**src/rtl/kpg_prefix_pipe_pkg.sv**
```systemverilog
// Shared kill/propagate/generate code definitions for the recursive adder carry stage.
package kpg_prefix_pipe_pkg;

  typedef logic [1:0] kpg_t;

  localparam kpg_t KPG_KILL = 2'b00;
  localparam kpg_t KPG_GEN  = 2'b11;

  // Both propagate codes (01, 10) have differing operand bits.
  function automatic logic kpg_is_prop(input kpg_t code);
    return code[1] ^ code[0];
  endfunction

endpackage

```
**src/rtl/kpg_combine.sv**
```systemverilog
// Two-code prefix operator: the upper code wins unless it propagates.
module kpg_combine
  import kpg_prefix_pipe_pkg::*;
(
  input  logic [1:0] hi,
  input  logic [1:0] lo,
  output logic [1:0] res
);

  assign res = kpg_is_prop(kpg_t'(hi)) ? lo : hi;

endmodule

```
**src/rtl/kpg_prefix_pipe.sv**
```systemverilog
// Pipelined recursive-doubling carry resolution, one combine level per stage.
// Optional signed-overflow output enabled by defining KPG_OVF_EN.
module kpg_prefix_pipe
  import kpg_prefix_pipe_pkg::*;
#(
  parameter  int unsigned WIDTH  = 16,
  localparam int unsigned LEVELS = $clog2(WIDTH)
) (
  input  logic               clk,
  input  logic               rst,
  input  logic               in_valid,
  output logic               in_ready,
  input  logic [2*WIDTH-1:0] in_kpg,
  output logic               out_valid,
  input  logic               out_ready,
  output logic [WIDTH-1:0]   out_sum,
  output logic               out_cout
`ifdef KPG_OVF_EN
  ,
  output logic               out_ovf
`endif
);

  localparam int unsigned CW = 2 * WIDTH;

  logic [LEVELS-1:0]            valid_q;
  logic [LEVELS-1:0]            adv;
  logic [LEVELS-1:0][CW-1:0]    code_d;
  logic [LEVELS-1:0][CW-1:0]    code_q;
  logic [LEVELS-1:0][WIDTH-1:0] prop_q;
  logic [WIDTH-1:0]             in_prop;
  logic [WIDTH-1:0]             gen;

  // Per-bit propagate, carried unmodified alongside the codes to form the sum.
  always_comb begin
    in_prop = '0;
    for (int i = 0; i < WIDTH; i++) begin
      in_prop[i] = kpg_is_prop(kpg_t'(in_kpg[2*i +: 2]));
    end
  end

  for (genvar k = 0; k < LEVELS; k++) begin : g_lvl
    localparam int D = 2 ** k;
    logic [CW-1:0] src;

    if (k == 0) begin : g_first
      assign src = in_kpg;
    end else begin : g_next
      assign src = code_q[k-1];
    end

    for (genvar i = 0; i < WIDTH; i++) begin : g_bit
      logic [1:0] lo;
      // Bits below the doubling distance see the kill carry-in.
      if (i >= D) begin : g_far
        assign lo = src[2*(i-D) +: 2];
      end else begin : g_near
        assign lo = KPG_KILL;
      end
      kpg_combine u_comb (
        .hi  (src[2*i +: 2]),
        .lo  (lo),
        .res (code_d[k][2*i +: 2])
      );
    end

    // A stage moves unless it and every stage ahead of it are full and the sink stalls.
    assign adv[k] = out_ready || !(&valid_q[LEVELS-1:k]);
  end

  // Stage registers; a stage only loads when it advances.
  always_ff @(posedge clk or posedge rst) begin
    if (rst) begin
      valid_q <= '0;
      code_q  <= '0;
      prop_q  <= '0;
    end else begin
      if (adv[0]) begin
        valid_q[0] <= in_valid;
        code_q[0]  <= code_d[0];
        prop_q[0]  <= in_prop;
      end
      for (int k = 1; k < LEVELS; k++) begin
        if (adv[k]) begin
          valid_q[k] <= valid_q[k-1];
          code_q[k]  <= code_d[k];
          prop_q[k]  <= prop_q[k-1];
        end
      end
    end
  end

  // Fully resolved codes are kill or generate; generate means carry out of that bit.
  always_comb begin
    gen = '0;
    for (int i = 0; i < WIDTH; i++) begin
      gen[i] = (kpg_t'(code_q[LEVELS-1][2*i +: 2]) == KPG_GEN);
    end
  end

  assign in_ready  = adv[0];
  assign out_valid = valid_q[LEVELS-1];
  assign out_sum   = prop_q[LEVELS-1] ^ {gen[WIDTH-2:0], 1'b0};
  assign out_cout  = gen[WIDTH-1];

`ifdef KPG_OVF_EN
  assign out_ovf = gen[WIDTH-1] ^ gen[WIDTH-2];
`endif

endmodule

```
**config.mk**
```make
export PLATFORM = sky130hd
export DESIGN_NAME = kpg_prefix_pipe
export DESIGN_NICKNAME = d
export VERILOG_FILES = /design/src/rtl/kpg_prefix_pipe_pkg.sv /design/src/rtl/kpg_combine.sv /design/src/rtl/kpg_prefix_pipe.sv
export SDC_FILE = /design/constraint.sdc
export NUM_CORES = 1
export LEC_CHECK = 0
export BUFFER_PORTS_ARGS = -buffer_cell sky130_fd_sc_hd__buf_2
export CAP_MARGIN = 20
export CORE_MARGIN = 3
export CORE_UTILIZATION = 40
export DETAILED_ROUTE_END_ITERATION = 10
export PLACE_DENSITY = 0.68
export SLEW_MARGIN = 20
export SYNTH_ARGS = -nofsm -noshare
export SYNTH_HDL_FRONTEND = slang
export SYNTH_HIERARCHICAL = 1
export SYNTH_SLANG_ARGS = --single-unit
```
**constraint.sdc**
```tcl
create_clock -name clk -period 6.89 [get_ports clk]
set_clock_uncertainty 0.05 [all_clocks]
set_input_delay 1.378 -clock clk [delete_from_list [all_inputs] [get_ports clk]]
set_output_delay 1.378 -clock clk [all_outputs]
set_load 0.03 [all_outputs]
```
==> flow_summary.toml, run 1 <==
[yosys]
ys_ff_latch = 196
yosysWarnings = 6
syn_area_um2 = 9270
synth_cells = 699
yosysSeqAreaShare_pct = 52.91
syn_area_per_cell_um2 = 13.26
synth.lib_cells_used.distinct = 20

[min_path]
hold_class = "reg2reg"

[floorplan]
io_pins = 55
core_area_um2 = 22710
die_h_um = 158.2
fp-row-count = 55
die_w_um = 158.2
dieArea_um2 = 25040
initial_core_util_pct = 40.82

[clocking]
cts_setup_buffers = 0
clockBufferDepth = 2
root_buffer = "clkbuf_16"
cts_hold_buf = 0
cts_inserted_buffers = 17
clk_pin_slew_ns = 0.06
post_cts_resized = 0
htreeDepth = 4
worstSkewPairLatency_ns = 0.43
cts.sinks = 196
cts_tree = "yes"

[placement]
gp_congestion = 0.6904
dpl.hpwl_mm = 11.84
portBuffers = 54
dp.cells = 1045
dpl_cell_area_um2 = 9889

[worst_setup_path]
crit_type = "in2out"
worstPathRequired_ns = 5.46
cp_max_fo = 50
start_kind = "primary input"
arrival_ns = 2.64
end_kind = "output pin"

[route]
first_pass_iters = 4
wl_mm = 16.68
antenna_left = 0
drtIter0Drc = 253
vias = 5161
drc = 0
wl_per_cell_um = 15.49
drt-vias-per-instance = 4.792

[finish]
final_area_um2 = 10500
n_fill_cell = 2057
syn_to_final_growth_pct = 13.23
layout-drive-gt1-share_pct = 46.34
final_cell_mix = "dfrtp_1 (196), nand2_1 (159), maj3_2 (128)"
layout_commonest_cell = "dfrtp_1"
finalNetCount = 815
num_antenna_cells = 0
instances_no_fill = 1077
final_core_util_pct = 46.22

[timing]
hold_viol = 0
max_freq_mhz = 245.7
worst_hold_slack_ns = 0.4119
period_share_pct = 59.07
setup_viol = 0
tightest_slew_ns = 0.8652
finalCriticalPeriod_ns = 4.070
maxSlewViolCount = 0
rsz0062_at_grt = "false"
slew_headroom_pct = 42.32
finalSetupTns_ns = 0

[status]
run_status = "finished clean"

[global_routing]
antenna_found_initial = 0
grt_pass1_wl_mm = 27.73
grt_pass1_vias = 5177
grt_max_degree = 130
grt_util_all_layers_pct = 14.25
grt_overflow_total = 0

[pwr]
leakagePower_nw = 4.688
worst_ir_drop_vdd_mv = 0.2019
cellPowerDensity_nw_per_um2 = 357.3

[run]
cap_violations = 0
## cell usage after synthesis, drive strengths merged
master | n | area share [%]
and2 | 1 | 0.068
inv | 2 | 0.081
nand3b | 1 | 0.081
clkbuf | 6 | 0.24
nand2 | 160 | 6.5
mux2 | 144 | 19
or2 | 1 | 0.068
dfrtp | 196 | 53
xnor2 | 15 | 1.4
xor2 | 16 | 1.5
and3 | 1 | 0.12
nand2b | 4 | 0.27
conb | 1 | 0.040
buf | 22 | 1.6
and3b | 1 | 0.094
maj3 | 128 | 16
## critical path, cell delays in order
cell and delay [ns]:
buf_2 0.10, and3b_1 0.20, buf_4 0.44, and3_4 0.29, inv_1 0.04, buf_2 0.17
## per-layer routing
| metal | up-vias | routed length (um) | track usage, % | share of wire (%) |
|---|---|---|---|---|
| met5 | - | 0 | 0 | 0 |
| met1 | 2554 | 8331 | 20.22 | 50 |
| met3 | 16 | 390 | 3.308 | 2.3 |
| met4 | 0 | 213 | 3.933 | 1.3 |
| li1 | 2533 | - | - | - |
| met2 | 58 | 7750 | 22.07 | 46 |
## flip-flops by register name (all words and copies together), names as in the netlist
| signal | cells |
|---|---|
| prop_q | 64 |
| g_lvl.src | 96 |
| valid_q | 4 |
| code_q | 32 |
## through the flow
stage | power [W] | worst slack, ns
after floorplan | 0.002486 | 0.1214
after global placement | 0.002747 | 2.830
after detailed placement | 0.002785 | 2.823
after CTS | 0.003802 | 2.818
after global routing | 0.003978 | 2.756
final | 0.003751 | 2.820
## final timing paths
check                           start  cells past startpoint               to  slack [ns]
setup / recovery            out_ready                      6         in_ready        2.82
hold / removal             prop_q[46]                      2       prop_q[46]        0.41
setup reg to reg           valid_q[3]                      5       prop_q[12]        4.34
hold reg to reg            prop_q[46]                      2       prop_q[46]        0.41
max in group asynchronous         rst                      3  g_lvl[2].src[2]        4.30
min in group asynchronous         rst                      2       prop_q[42]        1.08
## power by group
group / switching (W) / total [W] / leakage [nW] / internal, W
Combinational: 0.000478 / 0.00100 / 2.08 / 0.000524
Clock: 0.000435 / 0.00101 / 0.290 / 0.000578
Sequential: 0.000272 / 0.00174 / 2.32 / 0.00146
## area by class of cell
class	instances	area, um2	share of cell area [%]
repair buffers	60	315.3	3.004
well taps	285	356.6	3.397
flip-flops and latches	196	4905	46.73
clock buffers	19	432.9	4.124
clock inverters	13	173.9	1.657
multi-input cells	502	4298	40.95
inverters	2	15.01	0.1430
## cell families after synthesis
| group | Yosys count | synth area share, % |
|---|---|---|
| xor gates and xnor gates | 31 | 2.929 |
| adders and majority gates | 128 | 15.55 |
| buffers and inverters | 30 | 1.957 |
| DFF | 196 | 52.91 |
| muxes | 144 | 19.44 |
| other | 1 | 0.04045 |
| and+or+nand+nor | 169 | 7.181 |
No activity file was read; power rests on OpenSTA's default activity.
==> inputs of run 2 (changes only) <==
Settings changed: PLACE_DENSITY 0.68 to 0.66.
Clock period 6.89 ns to 4.2 ns, I/O delays scaled along.
==> run 2 against run 1 <==
Against the previous run: clock power is 52% higher; routed wire length is 0.62% lower; final area is 0.11% lower; worst setup slack worse by 1.4 ns; final cell count hardly changed; die area stayed put; clock-buffer cell count is 9 higher; non-clock buffer count is 2 higher; sequential cell count stayed put; sequential share of layout area hardly changed; power is 61% higher; worst hold slack worse by 0.0021 ns; critical path type unchanged; critical endpoint unchanged; largest power group unchanged.
==> flow_summary.toml, run 2 (synthesis gave the netlist of run 1 again) <==
[status]
run_status = "finished clean"

[finish]
final_cell_mix = "dfrtp_1 (196), nand2_1 (159), maj3_2 (128)"
layout-drive-gt1-share_pct = 45.90
seq_area_um2 = 4905
multiInputGateArea_um2 = 4298
n_fill_cell = 2059
largest_register_ffs = 96
final_area_um2 = 10490
syn_to_final_growth_pct = 13.11
finalNetCount = 817
layout_commonest_cell = "dfrtp_1"
num_antenna_cells = 0

[run]
cap_violations = 0

[floorplan]
die_w_um = 158.2
io_pins = 55
fp-row-count = 55
die_h_um = 158.2
initial_core_util_pct = 40.82
dieArea_um2 = 25040
core_area_um2 = 22710

[placement]
dpl_cell_area_um2 = 9926
portBuffers = 54
dpl.hpwl_mm = 11.95
gp_congestion = 0.7047

[route]
wl_per_cell_um = 15.38
drc = 0
antenna_left = 0
drtIter0Drc = 233
drt-vias-per-instance = 4.752
wl_mm = 16.58
first_pass_iters = 4
vias = 5123

[worst_setup_path]
r2r_cells = 4
critPathLaunch = "out_ready"
timing.rr.start = "valid_q[3]"
cp_max_fo = 15
arrival_ns = 1.88
start_kind = "primary input"
end_kind = "output pin"
crit_type = "in2out"
worstPathRequired_ns = 3.31

[global_routing]
grt_util_all_layers_pct = 14.18
antenna_found_initial = 0
grt_overflow_total = 0
grt_pass1_wl_mm = 27.68
grt_max_degree = 138
grt_pass1_vias = 5181

[timing]
tightest_slew_ns = 0.9382
maxSlewViolCount = 0
rsz0062_at_grt = "false"
setup_viol = 0
slew_headroom_pct = 37.26
finalSetupTns_ns = 0
max_freq_mhz = 360.5
hold_viol = 0
period_share_pct = 66.05
finalCriticalPeriod_ns = 2.774

[clocking]
post_cts_resized = 0
worstSkewPairLatency_ns = 0.43
cts_inserted_buffers = 17
clk_pin_slew_ns = 0.06
root_buffer = "clkbuf_16"
cts.sinks = 196
cts_setup_buffers = 0
cts_tree = "yes"
cts_hold_buf = 0
htreeDepth = 4
clockBufferDepth = 2

[min_path]
holdPathStages = 2
hold_class = "reg2reg"
hold_start = "prop_q[35]"

[pwr]
worst_ir_drop_vdd_mv = 0.3204
leakagePower_nw = 4.681
cellPowerDensity_nw_per_um2 = 575.3
==> run 2: cell type report <==
class	count	area share, %
Sequential cell	196	46.78
Multi-Input combinational cell	502	40.99
Clock buffer	28	4.928
Tap cell	285	3.401
Timing Repair Buffer	62	3.389
Clock inverter	3	0.4057
Inverter	2	0.1074
==> run 2: routing by layer <==
metal  vias to the layer above  global-route usage [%]  share of wire (%)
met5                         -                       0                  0
met1                      2498                   20.04                 50
li1                       2547                       -                  -
met4                         0                   4.179                1.3
met2                        62                   22.01                 46
met3                        16                   3.144                2.6
==> run 2: worst max-delay path, stage by stage <==
cell and delay [ns]:
buf_2 0.11, and3b_1 0.30, and3_4 0.39, inv_1 0.06, buf_2 0.18
==> run 2: power by group <==
| part | internal, W | switching (W) |
|---|---|---|
| registers | 0.00240 | 0.000447 |
| clock network | 0.000894 | 0.000645 |
| logic | 0.000864 | 0.000779 |
==> run 2: final timing paths <==
path | to | slack, ns
min in group asynchronous | prop_q[60] | 0.48
hold / removal | prop_q[35] | 0.41
max in group asynchronous | g_lvl[2].src[7] | 2.89
hold reg to reg | prop_q[35] | 0.41
setup / recovery | in_ready | 1.43
setup reg to reg | prop_q[14] | 1.98
==> run 2: per-stage QoR <==
step / setup WS, ns / total power (W) / util [%] / hold WS (ns) / std cells
2_1_floorplan: 0.7776 / 0.004079 / - / 0.3831 / 728
4_1_cts: 1.434 / 0.006120 / 46.17 / 0.4155 / 1078
6_report: 1.426 / 0.006032 / 46.17 / 0.4097 / 1078
3_3_place_gp: 1.445 / 0.004509 / 43.71 / 0.3945 / 1047
3_5_place_dp: 1.439 / 0.004566 / 43.71 / 0.4011 / 1047
5_1_grt: 1.348 / 0.006405 / 46.17 / 0.4386 / 1078
